**src/rtl/debug_dump_tx_pkg.sv**
```systemverilog
// Shared definitions for the debugger dump path.
// Contents:
//   - default geometry of the debug snapshot (PC width, register-file and
//     data-memory address widths, number of memory words dumped)
//   - BYTES_PER_WORD, also used by the RX loader's byte counter, so both
//     directions agree on the LSB-first word codec
//   - FRAME_BYTES, the length of one default dump frame
//   - section and FSM state encodings
package debug_dump_tx_pkg;

  localparam int DEF_PC       = 32;
  localparam int DEF_REG_ADDR = 5;
  localparam int DEF_MEM_ADDR = 5;
  localparam int DEF_NUM_MEM  = 32;

  localparam int BYTES_PER_WORD = DEF_PC / 8;
  localparam int FRAME_BYTES    = BYTES_PER_WORD * (1 + (2 ** DEF_REG_ADDR) + DEF_NUM_MEM);

  typedef enum logic [1:0] {
    SEC_PC  = 2'd0,
    SEC_REG = 2'd1,
    SEC_MEM = 2'd2
  } section_e;

  typedef enum logic [2:0] {
    ST_IDLE  = 3'd0,
    ST_SEL   = 3'd1,
    ST_LATCH = 3'd2,
    ST_SEND  = 3'd3,
    ST_NEXT  = 3'd4,
    ST_DONE  = 3'd5
  } state_e;

  // Frame length for a non-default geometry.
  function automatic int frame_bytes(input int pc, input int reg_addr, input int num_mem);
    return (pc / 8) * (1 + (2 ** reg_addr) + num_mem);
  endfunction

endpackage

```
**src/rtl/debug_dump_tx_if.sv**
```systemverilog
// Signal bundle between the dump serialiser and its surroundings
// (pipeline debug sources, register file / data memory read ports and the
// uart_top TX FIFO write side).
// Modports:
//   master - the dump engine: samples start/sources/tx_full, drives read
//            addresses, TX byte/strobe and busy/done status
//   slave  - the environment side of the same signals
interface debug_dump_tx_if #(
  parameter int PC       = 32,
  parameter int REG_ADDR = 5,
  parameter int MEM_ADDR = 5
);

  logic                i_start;
  logic [PC-1:0]       i_pc;
  logic [PC-1:0]       i_register_data;
  logic [PC-1:0]       i_memory_data;
  logic                i_tx_full;
  logic [REG_ADDR-1:0] o_addr_reg;
  logic [MEM_ADDR-1:0] o_addr_mem;
  logic [7:0]          o_w_data;
  logic                o_wr_uart;
  logic                o_busy;
  logic                o_done;

  modport master (
    input  i_start, i_pc, i_register_data, i_memory_data, i_tx_full,
    output o_addr_reg, o_addr_mem, o_w_data, o_wr_uart, o_busy, o_done
  );

  modport slave (
    output i_start, i_pc, i_register_data, i_memory_data, i_tx_full,
    input  o_addr_reg, o_addr_mem, o_w_data, o_wr_uart, o_busy, o_done
  );

endinterface

```
**src/rtl/debug_dump_tx_word_byte_serializer.sv**
```systemverilog
// Splits one PC-bit word into bytes, LSB first, and writes them to the TX
// FIFO with a registered strobe.
// Ports:
//   i_clock, i_reset - clock, synchronous active-high reset
//   i_load           - capture i_word and restart at byte 0
//   i_send           - owner FSM allows bytes to be issued
//   i_word           - word to serialise
//   i_tx_full        - TX FIFO full; no byte is issued while high
//   o_byte, o_wr     - registered byte and write strobe to the FIFO
//   o_last           - the final byte of the word is being issued this cycle
module debug_dump_tx_word_byte_serializer #(
  parameter int PC = 32
) (
  input  logic          i_clock,
  input  logic          i_reset,
  input  logic          i_load,
  input  logic          i_send,
  input  logic [PC-1:0] i_word,
  input  logic          i_tx_full,
  output logic [7:0]    o_byte,
  output logic          o_wr,
  output logic          o_last
);

  localparam int BPW  = PC / 8;
  localparam int BI_W = $clog2(BPW + 1);
  localparam logic [BI_W-1:0] LAST_BYTE = BI_W'(BPW - 1);

  logic [PC-1:0]   shift_q;
  logic [BI_W-1:0] byte_idx_q;
  logic [7:0]      byte_q;
  logic            wr_q;
  logic            fire;

  // A strobe cycle is always followed by a gap, so the FIFO full flag has
  // a cycle to reflect the previous write before the next decision.
  assign fire   = i_send && !wr_q && !i_tx_full;
  assign o_last = fire && (byte_idx_q == LAST_BYTE);
  assign o_byte = byte_q;
  assign o_wr   = wr_q;

  always_ff @(posedge i_clock) begin
    if (i_reset) begin
      shift_q    <= '0;
      byte_idx_q <= '0;
      byte_q     <= '0;
      wr_q       <= 1'b0;
    end else begin
      wr_q <= fire;
      if (i_load) begin
        shift_q    <= i_word;
        byte_idx_q <= '0;
      end else if (fire) begin
        byte_q     <= shift_q[7:0];
        shift_q    <= shift_q >> 8;
        byte_idx_q <= byte_idx_q + BI_W'(1);
      end
    end
  end

endmodule

```
**src/rtl/debug_dump_tx.sv**
```systemverilog
// Debug snapshot dump: on i_start, sends the PC, every register-file word
// and the first NUM_MEM data-memory words to the uart_top TX FIFO, each
// word LSB first.
// Ports:
//   i_clock, i_reset - clock, synchronous active-high reset
//   bus (master)     - start request, debug sources, read addresses,
//                      TX FIFO byte/strobe/full, busy/done status
//
// state    | meaning
// ---------+-------------------------------------------------------------
// IDLE     | waiting for i_start
// SEL      | read address for the current word is on o_addr_*
// LATCH    | source data captured into the serialiser
// SEND     | bytes of the word go out, held off by i_tx_full
// NEXT     | advance word index / section, or finish
// DONE     | one-cycle o_done pulse
module debug_dump_tx
  import debug_dump_tx_pkg::*;
#(
  parameter int PC       = DEF_PC,
  parameter int REG_ADDR = DEF_REG_ADDR,
  parameter int MEM_ADDR = DEF_MEM_ADDR,
  parameter int NUM_MEM  = DEF_NUM_MEM
) (
  input  logic            i_clock,
  input  logic            i_reset,
  debug_dump_tx_if.master bus
);

  localparam int NUM_REGS = 2 ** REG_ADDR;
  localparam int IDX_MAX  = (NUM_REGS > NUM_MEM) ? NUM_REGS : NUM_MEM;
  localparam int IDX_W    = $clog2(IDX_MAX + 1);
  localparam logic [IDX_W-1:0] LAST_REG = IDX_W'(NUM_REGS - 1);
  localparam logic [IDX_W-1:0] LAST_MEM = IDX_W'((NUM_MEM > 0) ? NUM_MEM - 1 : 0);

  state_e              state_q, state_n;
  section_e            sec_q, sec_n;
  logic [IDX_W-1:0]    idx_q, idx_n;
  logic [REG_ADDR-1:0] addr_reg_q;
  logic [MEM_ADDR-1:0] addr_mem_q;
  logic [PC-1:0]       word_sel;
  logic                ser_last;

  // Addresses are registered on entry to SEL so they are stable for the
  // whole SEL cycle; a one-cycle synchronous memory then presents data
  // during LATCH, where it is captured.
  always_ff @(posedge i_clock) begin
    if (i_reset) begin
      state_q    <= ST_IDLE;
      sec_q      <= SEC_PC;
      idx_q      <= '0;
      addr_reg_q <= '0;
      addr_mem_q <= '0;
    end else begin
      state_q <= state_n;
      sec_q   <= sec_n;
      idx_q   <= idx_n;
      if (state_n == ST_SEL && sec_n == SEC_REG) addr_reg_q <= REG_ADDR'(idx_n);
      if (state_n == ST_SEL && sec_n == SEC_MEM) addr_mem_q <= MEM_ADDR'(idx_n);
    end
  end

  always_comb begin
    state_n = state_q;
    sec_n   = sec_q;
    idx_n   = idx_q;
    unique case (state_q)
      ST_IDLE: begin
        if (bus.i_start) begin
          state_n = ST_SEL;
          sec_n   = SEC_PC;
          idx_n   = '0;
        end
      end
      ST_SEL:   state_n = ST_LATCH;
      ST_LATCH: state_n = ST_SEND;
      ST_SEND: begin
        if (ser_last) state_n = ST_NEXT;
      end
      ST_NEXT: begin
        state_n = ST_SEL;
        case (sec_q)
          SEC_PC: begin
            sec_n = SEC_REG;
            idx_n = '0;
          end
          SEC_REG: begin
            if (idx_q != LAST_REG) begin
              idx_n = idx_q + IDX_W'(1);
            end else if (NUM_MEM == 0) begin
              state_n = ST_DONE;
            end else begin
              sec_n = SEC_MEM;
              idx_n = '0;
            end
          end
          SEC_MEM: begin
            if (idx_q != LAST_MEM) idx_n = idx_q + IDX_W'(1);
            else                   state_n = ST_DONE;
          end
          default: state_n = ST_DONE;
        endcase
      end
      ST_DONE: state_n = ST_IDLE;
      default: state_n = ST_IDLE;
    endcase
  end

  always_comb begin
    word_sel = bus.i_pc;
    case (sec_q)
      SEC_REG: word_sel = bus.i_register_data;
      SEC_MEM: word_sel = bus.i_memory_data;
      default: word_sel = bus.i_pc;
    endcase
  end

  debug_dump_tx_word_byte_serializer #(.PC(PC)) u_ser (
    .i_clock   (i_clock),
    .i_reset   (i_reset),
    .i_load    (state_q == ST_LATCH),
    .i_send    (state_q == ST_SEND),
    .i_word    (word_sel),
    .i_tx_full (bus.i_tx_full),
    .o_byte    (bus.o_w_data),
    .o_wr      (bus.o_wr_uart),
    .o_last    (ser_last)
  );

  assign bus.o_addr_reg = addr_reg_q;
  assign bus.o_addr_mem = addr_mem_q;
  assign bus.o_busy     = (state_q != ST_IDLE) && (state_q != ST_DONE);
  assign bus.o_done     = (state_q == ST_DONE);

endmodule

```
**src/flat_wrapper.sv**
```systemverilog
// flat-port wrapper written by rule: the top's interface ports become plain ports
module debug_dump_tx_flat import debug_dump_tx_pkg::*;
#(
  parameter int PC       = DEF_PC,
  parameter int REG_ADDR = DEF_REG_ADDR,
  parameter int MEM_ADDR = DEF_MEM_ADDR,
  parameter int NUM_MEM  = DEF_NUM_MEM
)
  (i_clock, i_reset, bus_i_start, bus_i_pc, bus_i_register_data, bus_i_memory_data, bus_i_tx_full, bus_o_addr_reg, bus_o_addr_mem, bus_o_w_data, bus_o_wr_uart, bus_o_busy, bus_o_done);
  debug_dump_tx_if #(.PC(PC), .REG_ADDR(REG_ADDR), .MEM_ADDR(MEM_ADDR)) bus_i ();
  input  logic i_clock;
  input  logic i_reset;
  input wire logic [$bits(bus_i.i_start)-1:0] bus_i_start;
  input wire logic [$bits(bus_i.i_pc)-1:0] bus_i_pc;
  input wire logic [$bits(bus_i.i_register_data)-1:0] bus_i_register_data;
  input wire logic [$bits(bus_i.i_memory_data)-1:0] bus_i_memory_data;
  input wire logic [$bits(bus_i.i_tx_full)-1:0] bus_i_tx_full;
  output wire logic [$bits(bus_i.o_addr_reg)-1:0] bus_o_addr_reg;
  output wire logic [$bits(bus_i.o_addr_mem)-1:0] bus_o_addr_mem;
  output wire logic [$bits(bus_i.o_w_data)-1:0] bus_o_w_data;
  output wire logic [$bits(bus_i.o_wr_uart)-1:0] bus_o_wr_uart;
  output wire logic [$bits(bus_i.o_busy)-1:0] bus_o_busy;
  output wire logic [$bits(bus_i.o_done)-1:0] bus_o_done;
  assign bus_i.i_start = bus_i_start;
  assign bus_i.i_pc = bus_i_pc;
  assign bus_i.i_register_data = bus_i_register_data;
  assign bus_i.i_memory_data = bus_i_memory_data;
  assign bus_i.i_tx_full = bus_i_tx_full;
  assign bus_o_addr_reg = bus_i.o_addr_reg;
  assign bus_o_addr_mem = bus_i.o_addr_mem;
  assign bus_o_w_data = bus_i.o_w_data;
  assign bus_o_wr_uart = bus_i.o_wr_uart;
  assign bus_o_busy = bus_i.o_busy;
  assign bus_o_done = bus_i.o_done;
  debug_dump_tx #(.PC(PC), .REG_ADDR(REG_ADDR), .MEM_ADDR(MEM_ADDR), .NUM_MEM(NUM_MEM)) u_core (.i_clock(i_clock), .i_reset(i_reset), .bus(bus_i));
endmodule
```
**config.mk**
```make
export PLATFORM = sky130hd
export DESIGN_NAME = debug_dump_tx_flat
export DESIGN_NICKNAME = d
export VERILOG_FILES = /design/src/rtl/debug_dump_tx_pkg.sv /design/src/rtl/debug_dump_tx_if.sv /design/src/rtl/debug_dump_tx_word_byte_serializer.sv /design/src/rtl/debug_dump_tx.sv /design/src/flat_wrapper.sv
export SDC_FILE = /design/constraint.sdc
export NUM_CORES = 1
export LEC_CHECK = 0
export BUFFER_PORTS_ARGS = -buffer_cell sky130_fd_sc_hd__buf_4
export CORE_MARGIN = 2
export CORE_UTILIZATION = 56
export DETAILED_ROUTE_END_ITERATION = 10
export PLACE_DENSITY = 0.87
export SLEW_MARGIN = 20
export SYNTH_ARGS = -nofsm -noshare
export SYNTH_HDL_FRONTEND = slang
export SYNTH_HIERARCHICAL = 1
export SYNTH_SLANG_ARGS = --single-unit
export TNS_END_PERCENT = 50
```
**constraint.sdc**
```tcl
create_clock -name i_clock -period 3.6 [get_ports i_clock]
set_input_delay 0.72 -clock i_clock [delete_from_list [all_inputs] [get_ports i_clock]]
set_output_delay 0.72 -clock i_clock [all_outputs]
set_load 0.02 [all_outputs]
```
==> summary.md, run 1 <==
| Metric | Value |
|---|---|
| Routed via count | 3938 |
| # diodes | 0 |
| Top cells by area, synth | dfxtp_1 (34%), a21oi_1 (11%), a22oi_1 (6.7%) |
| Crit path time final | 2840 ps |
| Primary FF master, synth | dfxtp_1 |
| Startpoint Class | flop |
| Root Buffer | clkbuf_8 |
| Std cell rows | 30 |
| Switching share of total power | 26.7% |
| Routability Congestion | between 0.9 and 1 |
| DIE AREA | 7530 sq um |
| Synth unique cells | 60 |
| RSZ-0062 raised after global routing | no |
| Final hold vios | 0 |
| Final setup violation count | 0 |
| Sw power | 0.446 mW |
| Sequential share of power | 46.8% |
| Setup_tns | 0 ps |
| DRT met1 WL | 4510 um |
| I/O pin count | 121 |
| Port-buffer cells | 120 |
| Post-synth top area share | 33.9% |
| H-tree depth | 3 |
| CP Max Fanout | 29 |
| Highest metal used | met4 |
| CTS Sinks | 65 |
| Register area share after synthesis | 33.9% |
| WL met2 | 5260 um |
| Max Fclk | 352 MHz |
| Leakage power figure | 1.92 nW |
| Worst min path class | flop to flop |
| Largest net degree at the start of global routing | 66 |
| Post-Syn Area | 3840 sq um |
| Clock network fraction of design power | 37.9% |
| Syn-to-layout area delta | 26.7% |
| Die width | 86.8 um |
| Arrival time worst endpoint | 3080 ps |
| Starting Density | between 50% and 60% |
| Hold-fix buffers at CTS | 0 |
| Internal | ~1.2 mW |
| Initial DRC count | 341 |
| Die height | between 80 and 90 um |
| Clock tree buffer depth | 2 |
| Synth warn | 6 |
| Reg clk slew, reported paths | 80 ps |
| Routed WL per cell | approximately 16 um |
| Layout cells sized above 1 | approximately 30% |
| Cell taking the most area after synthesis | dfxtp_1 |
| WL met3 | 720 um |
| Core Region | 6720 sq um |
| Relative slew margins | 50.6% |
| Largest Register | u_core/u_ser/shift_q |
| Average size of a mapped cell | 7.96 sq um |
| # Post-CTS Setup Buffers | 0 |
| First-pass GRT wire length | 17000 um |
| Worst EP required | 3840 ps |
| Syn Nets | between 500 and 600 |
| Run status | complete, no violations |
| Vias per cell | approximately 6 |
| DR DRC count | 0 |
| Slew Limit Fails | 0 |
| Worst-margin pin slew | between 700 and 800 ps |
| Post-CTS sizing | 0 |
| Power Dens Cells | ~340 nW/um^2 |
| Max VDD drop | ~170 uV |
| Syn Inst Count | 482 |
| Post-synth ARST share | 0% |
| #FFs+latches synth | 65 |
| Clk Latency, worst-skew pair | ~340 ps |
| Power Total | between 1.5 and 2 mW |
| Final HPWL DP | 7410 um |
| Total grt overflow | 0 |
| Fillers | around 550 |
| Final Cycle Share | about four fifths |
| Final layout net count | 682 |
| Setup CP Type | flop to flop |
| Number of global-route vias before repair | 3667 |
| CP endpoint kind | flop |
| Drt total wl | about 11000 um |
| Number of synthesized flops with an enable pin | 0 |
| Max reg flops | 32 |
| Routed Antenna Nets | 0 |
| Total CTS buffers | 9 |
| Max Cap Viol | 0 |
| Clk_skew | ~7.5 ps |
| CTS tree | yes |
| Gr usage total | 28.1% |
| 1st-pass router iterations | 6 |
| Combinational Power Share | approximately 15% |
| Initial antenna violation count | 0 |
[power by group through the flow]
stage	combinational (mW)	sequential [mW]	clock [mW]
after floorplan	0.150	0.786	0
after global placement	0.245	0.795	0
after detailed placement	0.252	0.797	0
after CTS	0.254	0.781	0.643
after global routing	0.279	0.786	0.672
final	0.256	0.782	0.633
[through the flow]
step / cell area (sq um) / cells / util (%) / setup slack (ps) / hold WS, ps
floorplan: 3840 / 482 / - / 1390 / 432
global placement: 4660 / 643 / 69.3 / 1040 / 442
detailed placement: 4660 / 643 / 69.3 / 845 / 450
CTS: 4860 / 659 / 72.4 / 823 / 461
global route: 4860 / 659 / 72.4 / 571 / 469
finish: 4860 / 659 / 72.4 / 760 / 456
[cells in the mapped netlist, drive strengths merged, types with 3 or more instances]
| cell | count |
|---|---|
| a21oi | 88 |
| a221oi | 26 |
| a22oi | 34 |
| a311oi | 4 |
| buf | 20 |
| clkbuf | 24 |
| dfxtp | 65 |
| ha | 8 |
| inv | 31 |
| nand2 | 54 |
| nand2b | 7 |
| nand3 | 4 |
| nand3b | 8 |
| nor2 | 42 |
| nor2b | 6 |
| nor3 | 11 |
| nor3b | 3 |
| nor4b | 3 |
| o21ai | 8 |
[final cells by class]
type / count / area, sq um / share of cell area, %
Inverter: 31 / 116 / 2.39
Tap cell: 80 / 100 / 2.06
Sequential cell: 65 / 1300 / 26.8
Clock inverter: 6 / 66.3 / 1.36
Clock buffer: 10 / 138 / 2.83
Multi-Input combinational cell: 342 / 2200 / 45.3
Timing Repair Buffer: 125 / 938 / 19.3
[worst paths after layout]
check | from | to | slack (ps) | depth (start not counted)
hold / removal | u_core/u_ser/shift_q[0] | u_core/u_ser/o_byte[0] | 460 | 2
setup reg to reg | u_core/state_q[2] | u_core/bus.o_addr_reg[1] | 760 | 9
setup / recovery | u_core/state_q[2] | u_core/bus.o_addr_reg[1] | 760 | 9
hold reg to reg | u_core/u_ser/shift_q[0] | u_core/u_ser/o_byte[0] | 460 | 2
[kinds of logic after synthesis]
logic type	after synthesis	synth area share [%]
fa+ha+maj	8	2.61
compound gates	180	33.3
flops	65	33.9
xor+xnor	2	0.457
buf+inv	75	9.06
mux	1	0.261
simple gates	151	20.4
[routing by layer]
layer,global-route usage [%],vias to the layer above
met2,46.4,167
met3,6.38,18
met4,8.81,0
met1,36.3,1819
li1,-,1934
met5,0,-
[cell usage in the layout, fill, tap and decap left out, types with 6 or more instances in the layout]
cell,instances
a221oi_1,15
inv_1,31
buf_4,125
nand2_1,53
a21oi_1,86
nand2b_1,7
nor3_1,11
ha_1,7
nor2b_1,6
clkbuf_8,10
nand3b_1,8
dfxtp_1,65
a221oi_2,11
nor2_1,42
a22oi_1,34
[worst max-delay path, cell delays in order (launching register included)]
cell,delay (ps)
dfxtp_1,720
nor2_1,190
nor3b_4,190
buf_4,230
and2_1,210
nand3_1,110
o21ai_1,120
a221oi_2,540
a21oi_1,150
a311oi_1,280
(Power assumes the default switching activity.)
==> run 2: changes to the inputs <==
--- a/config.mk
+++ b/config.mk
@@ -5,11 +5,12 @@
 export SDC_FILE = /design/constraint.sdc
 export NUM_CORES = 1
 export LEC_CHECK = 0
+export ABC_AREA = 1
 export BUFFER_PORTS_ARGS = -buffer_cell sky130_fd_sc_hd__buf_4
 export CORE_MARGIN = 2
-export CORE_UTILIZATION = 56
+export CORE_UTILIZATION = 53
 export DETAILED_ROUTE_END_ITERATION = 10
-export PLACE_DENSITY = 0.87
+export PLACE_DENSITY = 0.81
 export SLEW_MARGIN = 20
 export SYNTH_ARGS = -nofsm -noshare
 export SYNTH_HDL_FRONTEND = slang
==> constraint.sdc (replaced) <==
create_clock -name i_clock -period 2.9 [get_ports i_clock]
set_input_delay 0.58 -clock i_clock [delete_from_list [all_inputs] [get_ports i_clock]]
set_output_delay 0.58 -clock i_clock [all_outputs]
set_load 0.02 [all_outputs]
==> summary.md, run 2 <==
| Metric | Value |
|---|---|
| Die height | 92.3 um |
| Worst Hold Launch | u_core/u_ser/byte_idx_q[2] |
| Leakage power figure | between 2 and 2.5 nW |
| Average size of a mapped cell | 6.16 sq um |
| Reg2reg setup slack | 710 ps |
| Initial DRC count | 261 |
| H-tree depth | 3 |
| Post-CTS sizing | 0 |
| Final setup violation count | 0 |
| Reg clk slew, reported paths | roughly 80 ps |
| CTS tree | yes |
| Routability Congestion | 0.854 |
| Most common cell after layout, fill and taps aside | nand2_1 |
| Cell taking the most area after synthesis | dfxtp_1 |
| Worst EP required | 3170 ps |
| CTS Sinks | 65 |
| # Post-CTS Setup Buffers | 0 |
| Syn-to-layout area delta | 25.2% |
| Worst min path class | flop to flop |
| Post-synth top area share | a little under a third |
| Starting Density | between 50 and 60% |
| Count leader, synth | nand2_1 |
| Routed Antenna Nets | 0 |
| Post-Syn Area | 4140 sq um |
| Root Buffer | clkbuf_8 |
| Top cells by area, synth | dfxtp_1 (31%), nand2_1 (16%), a21oi_1 (13%) |
| Power Dens Cells | approximately 400 nW/um^2 |
| Crit path time final | 2190 ps |
| CP endpoint kind | flop |
| Std cell rows | 32 |
| Total CTS buffers | 9 |
| Startpoint Class | flop |
| Die width | 92.3 um |
| Largest Register | u_core/u_ser/shift_q |
| Worst-margin pin slew | 706 ps |
| Final Cycle Share | 75.5% |
| Slew Limit Fails | 0 |
| 1st-pass router iterations | 5 |
| Max Cap Viol | 0 |
| Clock tree buffer depth | 2 |
| Synth unique cells | 34 |
| Initial antenna violation count | 0 |
| Synth warn | 6 |
| Post-synth ARST share | 0% |
| Largest net degree at the start of global routing | 50 |
| Crit Reg-Reg Startpoint | u_core/sec_q[0] |
| Clk_skew | 13.9 ps |
| Max reg flops | 32 |
| Syn Nets | 779 |
| DR DRC count | 0 |
| Vias per cell | slightly above 5 |
| Register area share after synthesis | 31.5% |
| Arrival time worst endpoint | between 2000 and 2500 ps |
| Fillers | 714 |
| Max VDD drop | 233 uV |
| Max Fclk | 457 MHz |
| # diodes | 0 |
| Setup CP Type | flop to flop |
| Setup_tns | 0 ps |
| Port-buffer cells | 120 |
| Post-synth top cells | nand2_1 (179), a21oi_1 (108), nor2_1 (108) |
| Routed WL per cell | 12.8 um |
| Commonest non-fill, non-tap cells in the layout | nand2_1 (179), buf_4 (127), a21oi_1 (108) |
| First-pass GRT wire length | around 19000 um |
| Footprint of the multi-input gates | roughly 2300 sq um |
| Syn Inst Count | 671 |
| Core Region | 7650 sq um |
| I/O pin count | 121 |
| RSZ-0062 raised after global routing | no |
| FF+latch area | 1300 sq um |
| Clk Latency, worst-skew pair | 340 ps |
| Total grt overflow | 0 |
| CP Max Fanout | 24 |
| Number of synthesized flops with an enable pin | 0 |
| Number of global-route vias before repair | 4298 |
| DIE AREA | 8520 sq um |
| Relative slew margins | a little over half |
| Power Total | roughly 2.1 mW |
| Final HPWL DP | 8130 um |
| Final layout net count | 878 |
| Run status | complete, no violations |
| Primary FF master, synth | dfxtp_1 |
| Routed via count | 4482 |
| Hold-fix buffers at CTS | 0 |
| Final hold vios | 0 |
| #FFs+latches synth | 65 |
| Gr usage total | between 20% and 30% |
| Worst setup path start | u_core/sec_q[0] |
| Drt total wl | 11300 um |
| Layout cells sized above 1 | 22.6% |
-- run 2: cell types whose count changed after synthesis, moves of 22 or more --
cell and delta:
nand3_1 +31, a21oi_1 +22, nor2_1 +66, nand2_1 +126, a22oi_1 -34, inv_1 +36
-- run 2: per-layer routing --
metal | GRT usage [%] | up-vias | wire (um) | part of all wire, %
met5 | 0 | - | 0 | 0
met4 | 10.8 | 0 | 252 | 2.2
met3 | 3.50 | 21 | 481 | 4.3
met2 | 49.5 | 132 | 5690 | 51
met1 | 32.2 | 2018 | 4830 | 43
li1 | - | 2311 | - | -
-- run 2: final cells by class --
type	count	share of cell area, %
Tap cell	102	2.47
Clock buffer	10	2.66
Timing Repair Buffer	127	18.4
Sequential cell	65	25.1
Multi-Input combinational cell	493	44.6
Inverter	74	5.44
Clock inverter	6	1.28
-- run 2: logic make-up after synthesis --
family                   count (synthesis)  synth area share [%]
AO/OA/AOI/OAI                          128                  16.3
adder cells (fa/ha/maj)                  8                  2.42
buffers and inverters                  113                  12.9
flip-flops                              65                  31.5
AND/OR/NAND/NOR                        357                  36.9
-- run 2: worst paths after layout --
kind | cells past startpoint | to
setup reg to reg | 10 | u_core/u_ser/shift_q[8]
hold reg to reg | 2 | u_core/u_ser/byte_idx_q[2]
hold / removal | 2 | u_core/u_ser/byte_idx_q[2]
setup / recovery | 10 | u_core/u_ser/shift_q[8]
-- run 2: stage by stage --
step	worst slack [ps]	area, sq um	hold WS, ps	util (%)	std cells
after floorplan	842	4140	443	-	671
after global placement	754	4970	453	65.0	861
after detailed placement	707	4970	463	65.0	861
after CTS	683	5180	475	67.7	877
after global routing	475	5180	511	67.7	877
final	710	5180	471	67.7	877
-- run 2: report_power, final --
| group | internal (mW) | leakage, nW | switching, mW |
|---|---|---|---|
| clock network | 0.424 | 0.107 | 0.378 |
| logic | 0.163 | 1.84 | 0.202 |
| registers | 0.923 | 0.526 | 0.0159 |
-- run 2: critical path: stages (launching register included) --
cell	delay [ps]
dfxtp_1	410
inv_1	90
ha_1	310
inv_1	520
buf_4	270
a21oi_1	50
a21oi_1	140
nand2_1	60
o21ai_0	90
nand2_1	70
a21oi_1	120
==> run 3: changes to the inputs <==
--- a/config.mk
+++ b/config.mk
@@ -5,10 +5,10 @@
 export SDC_FILE = /design/constraint.sdc
 export NUM_CORES = 1
 export LEC_CHECK = 0
-export ABC_AREA = 1
+export ABC_AREA = 0
 export BUFFER_PORTS_ARGS = -buffer_cell sky130_fd_sc_hd__buf_4
 export CORE_MARGIN = 2
-export CORE_UTILIZATION = 53
+export CORE_UTILIZATION = 52
 export DETAILED_ROUTE_END_ITERATION = 10
 export PLACE_DENSITY = 0.81
 export SLEW_MARGIN = 20
==> constraint.sdc (replaced) <==
create_clock -name i_clock -period 2.3 [get_ports i_clock]
set_input_delay 0.46 -clock i_clock [delete_from_list [all_inputs] [get_ports i_clock]]
set_output_delay 0.46 -clock i_clock [all_outputs]
set_load 0.02 [all_outputs]
==> summary.md, run 3 (synthesis gave the netlist of run 1 again) <==
| Metric | Value |
|---|---|
| Final hold vios | 0 |
| Clk Latency, worst-skew pair | 340 ps |
| First-pass GRT wire length | 17100 um |
| Clock tree buffer depth | 2 |
| Worst path max stage delay | roughly 450 ps |
| Largest net degree at the start of global routing | 66 |
| # Post-CTS Setup Buffers | 0 |
| Sw power | approximately 0.7 mW |
| Core Region | 7210 sq um |
| Power Total | ~2.7 mW |
| Die width | 89.9 um |
| Final setup violation count | 0 |
| Layout cells sized above 1 | 31.4% |
| Routed Antenna Nets | 0 |
| Post-CTS sizing | 0 |
| Routability Congestion | 0.849 |
| CTS tree | yes |
| Most common cell after layout, fill and taps aside | buf_4 |
| 1st-pass router iterations | 4 |
| CP endpoint kind | flop |
| Clock network fraction of design power | between 30 and 40% |
| Crit path time final | 2200 ps |
| Gr usage total | 26.0% |
| Max reg flops | 32 |
| CP top delay family | compound AO/OA/AOI/OAI gates |
| Initial antenna violation count | 0 |
| RSZ-0062 raised after global routing | yes |
| Setup_tns | 0 ps |
| Worst-path cell chain | inv_1 -> ha_2 -> nand2b_1 -> a2111oi_2 -> a21o_2 -> a21oi_1 -> a311oi_1 |
| Syn-to-layout area delta | 30.9% |
| Sequential share of power | about 44% |
| DIE AREA | between 8000 and 9000 sq um |
| Startpoint Class | flop |
| Starting Density | 53.2% |
| CTS Sinks | 65 |
| Setup CP Type | flop to flop |
| Power Dens Cells | 544 nW/um^2 |
| Number of global-route vias before repair | 3560 |
| Clk_skew | 8.06 ps |
| # diodes | 0 |
| Arrival time worst endpoint | ~2400 ps |
| Root Buffer | clkbuf_8 |
| Max Cap Viol | 0 |
| Max VDD drop | ~350 uV |
| Relative slew margins | 50.2% |
| Switching share of total power | roughly a quarter |
| I/O pin count | 121 |
| Final HPWL DP | ~7800 um |
| Fin Hold WS | ~460 ps |
| Std cell rows | 31 |
| Final Cycle Share | 95.8% |
| Max Fclk | 454 MHz |
| Final layout net count | 693 |
| Internal | 2.02 mW |
| Worst-margin pin slew | 748 ps |
| Leakage power figure | between 1.5 and 2 nW |
| Commonest non-fill, non-tap cells in the layout | buf_4 (134), a21oi_1 (86), dfxtp_1 (65) |
| Reg clk slew, reported paths | around 80 ps |
| Routed via count | ~3900 |
| Total grt overflow | 0 |
| Routed WL per cell | 15.4 um |
| Run status | complete, no violations |
| CP Max Fanout | 11 |
| Port-buffer cells | 120 |
| Reg2reg setup slack | 100 ps |
| Largest Register | u_core/u_ser/shift_q |
| Slew Limit Fails | 0 |
| Drt total wl | 10600 um |
| Hold-fix buffers at CTS | 0 |
| Initial DRC count | 189 |
| Combinational Power Share | 15.8% |
| Vias per cell | 5.61 |
| Worst EP required | 2540 ps |
| Crit-path slowest cell | dfxtp_1 |
| Worst min path class | flop to flop |
| Crit path buffers/inverters | 1 |
| Total CTS buffers | 9 |
| Die height | ~90 um |
| DR DRC count | 0 |
| H-tree depth | 3 |
## run 3: cell types whose count changed in the layout (fill, tap and decap cells not counted), moves of 22 or more
cell,delta
a22oi_1,+34
inv_1,-36
nand2_1,-126
a21oi_1,-22
nand3_1,-31
nor2_1,-65
## run 3: through the flow
stage	instances	setup WS [ps]	area, sq um	utilization (%)
final	689	97.7	5020	69.6
after global routing	689	-20.1	5020	69.6
after CTS	689	118	5010	69.5
after detailed placement	673	127	4790	66.4
after global placement	673	241	4790	66.4
after floorplan	482	85.8	3840	-
## run 3: power by group through the flow
stage,sequential (mW),combinational (mW),clock (mW)
after floorplan,1.23,0.235,0
after global placement,1.23,0.421,0
after detailed placement,1.24,0.428,0
after CTS,1.21,0.429,1.10
after global routing,1.22,0.474,1.16
final,1.21,0.432,1.09
## run 3: final timing paths
check        cells past startpoint                  endpoint                     from
max                              7  u_core/bus.o_addr_mem[1]          u_core/sec_q[1]
min                              2    u_core/u_ser/o_byte[6]  u_core/u_ser/shift_q[6]
max reg2reg                      7  u_core/bus.o_addr_mem[1]          u_core/sec_q[1]
min reg2reg                      2    u_core/u_ser/o_byte[6]  u_core/u_ser/shift_q[6]
## run 3: final cells by class
class	instances	area (sq um)
clock buffer	9	124
clock inverter	7	101
fill	612	2190
inverter	31	116
multi-input combinational	342	2210
sequential	65	1300
tap	99	124
timing repair buffer	136	1050
## run 3: tightest hold or removal path, cell delays in order (launching register included)
cell,delay [ps]
dfxtp_1,320
nand2_1,50
a21oi_1,50
## run 3: routing by layer
layer / share of wire (%) / up-vias / GRT usage [%]
met1: 45 / 1776 / 33.5
met2: 49 / 124 / 44.9
met3: 5.1 / 8 / 4.61
met4: 0.93 / 0 / 7.05
li1: - / 1955 / -
met5: 0 / - / 0
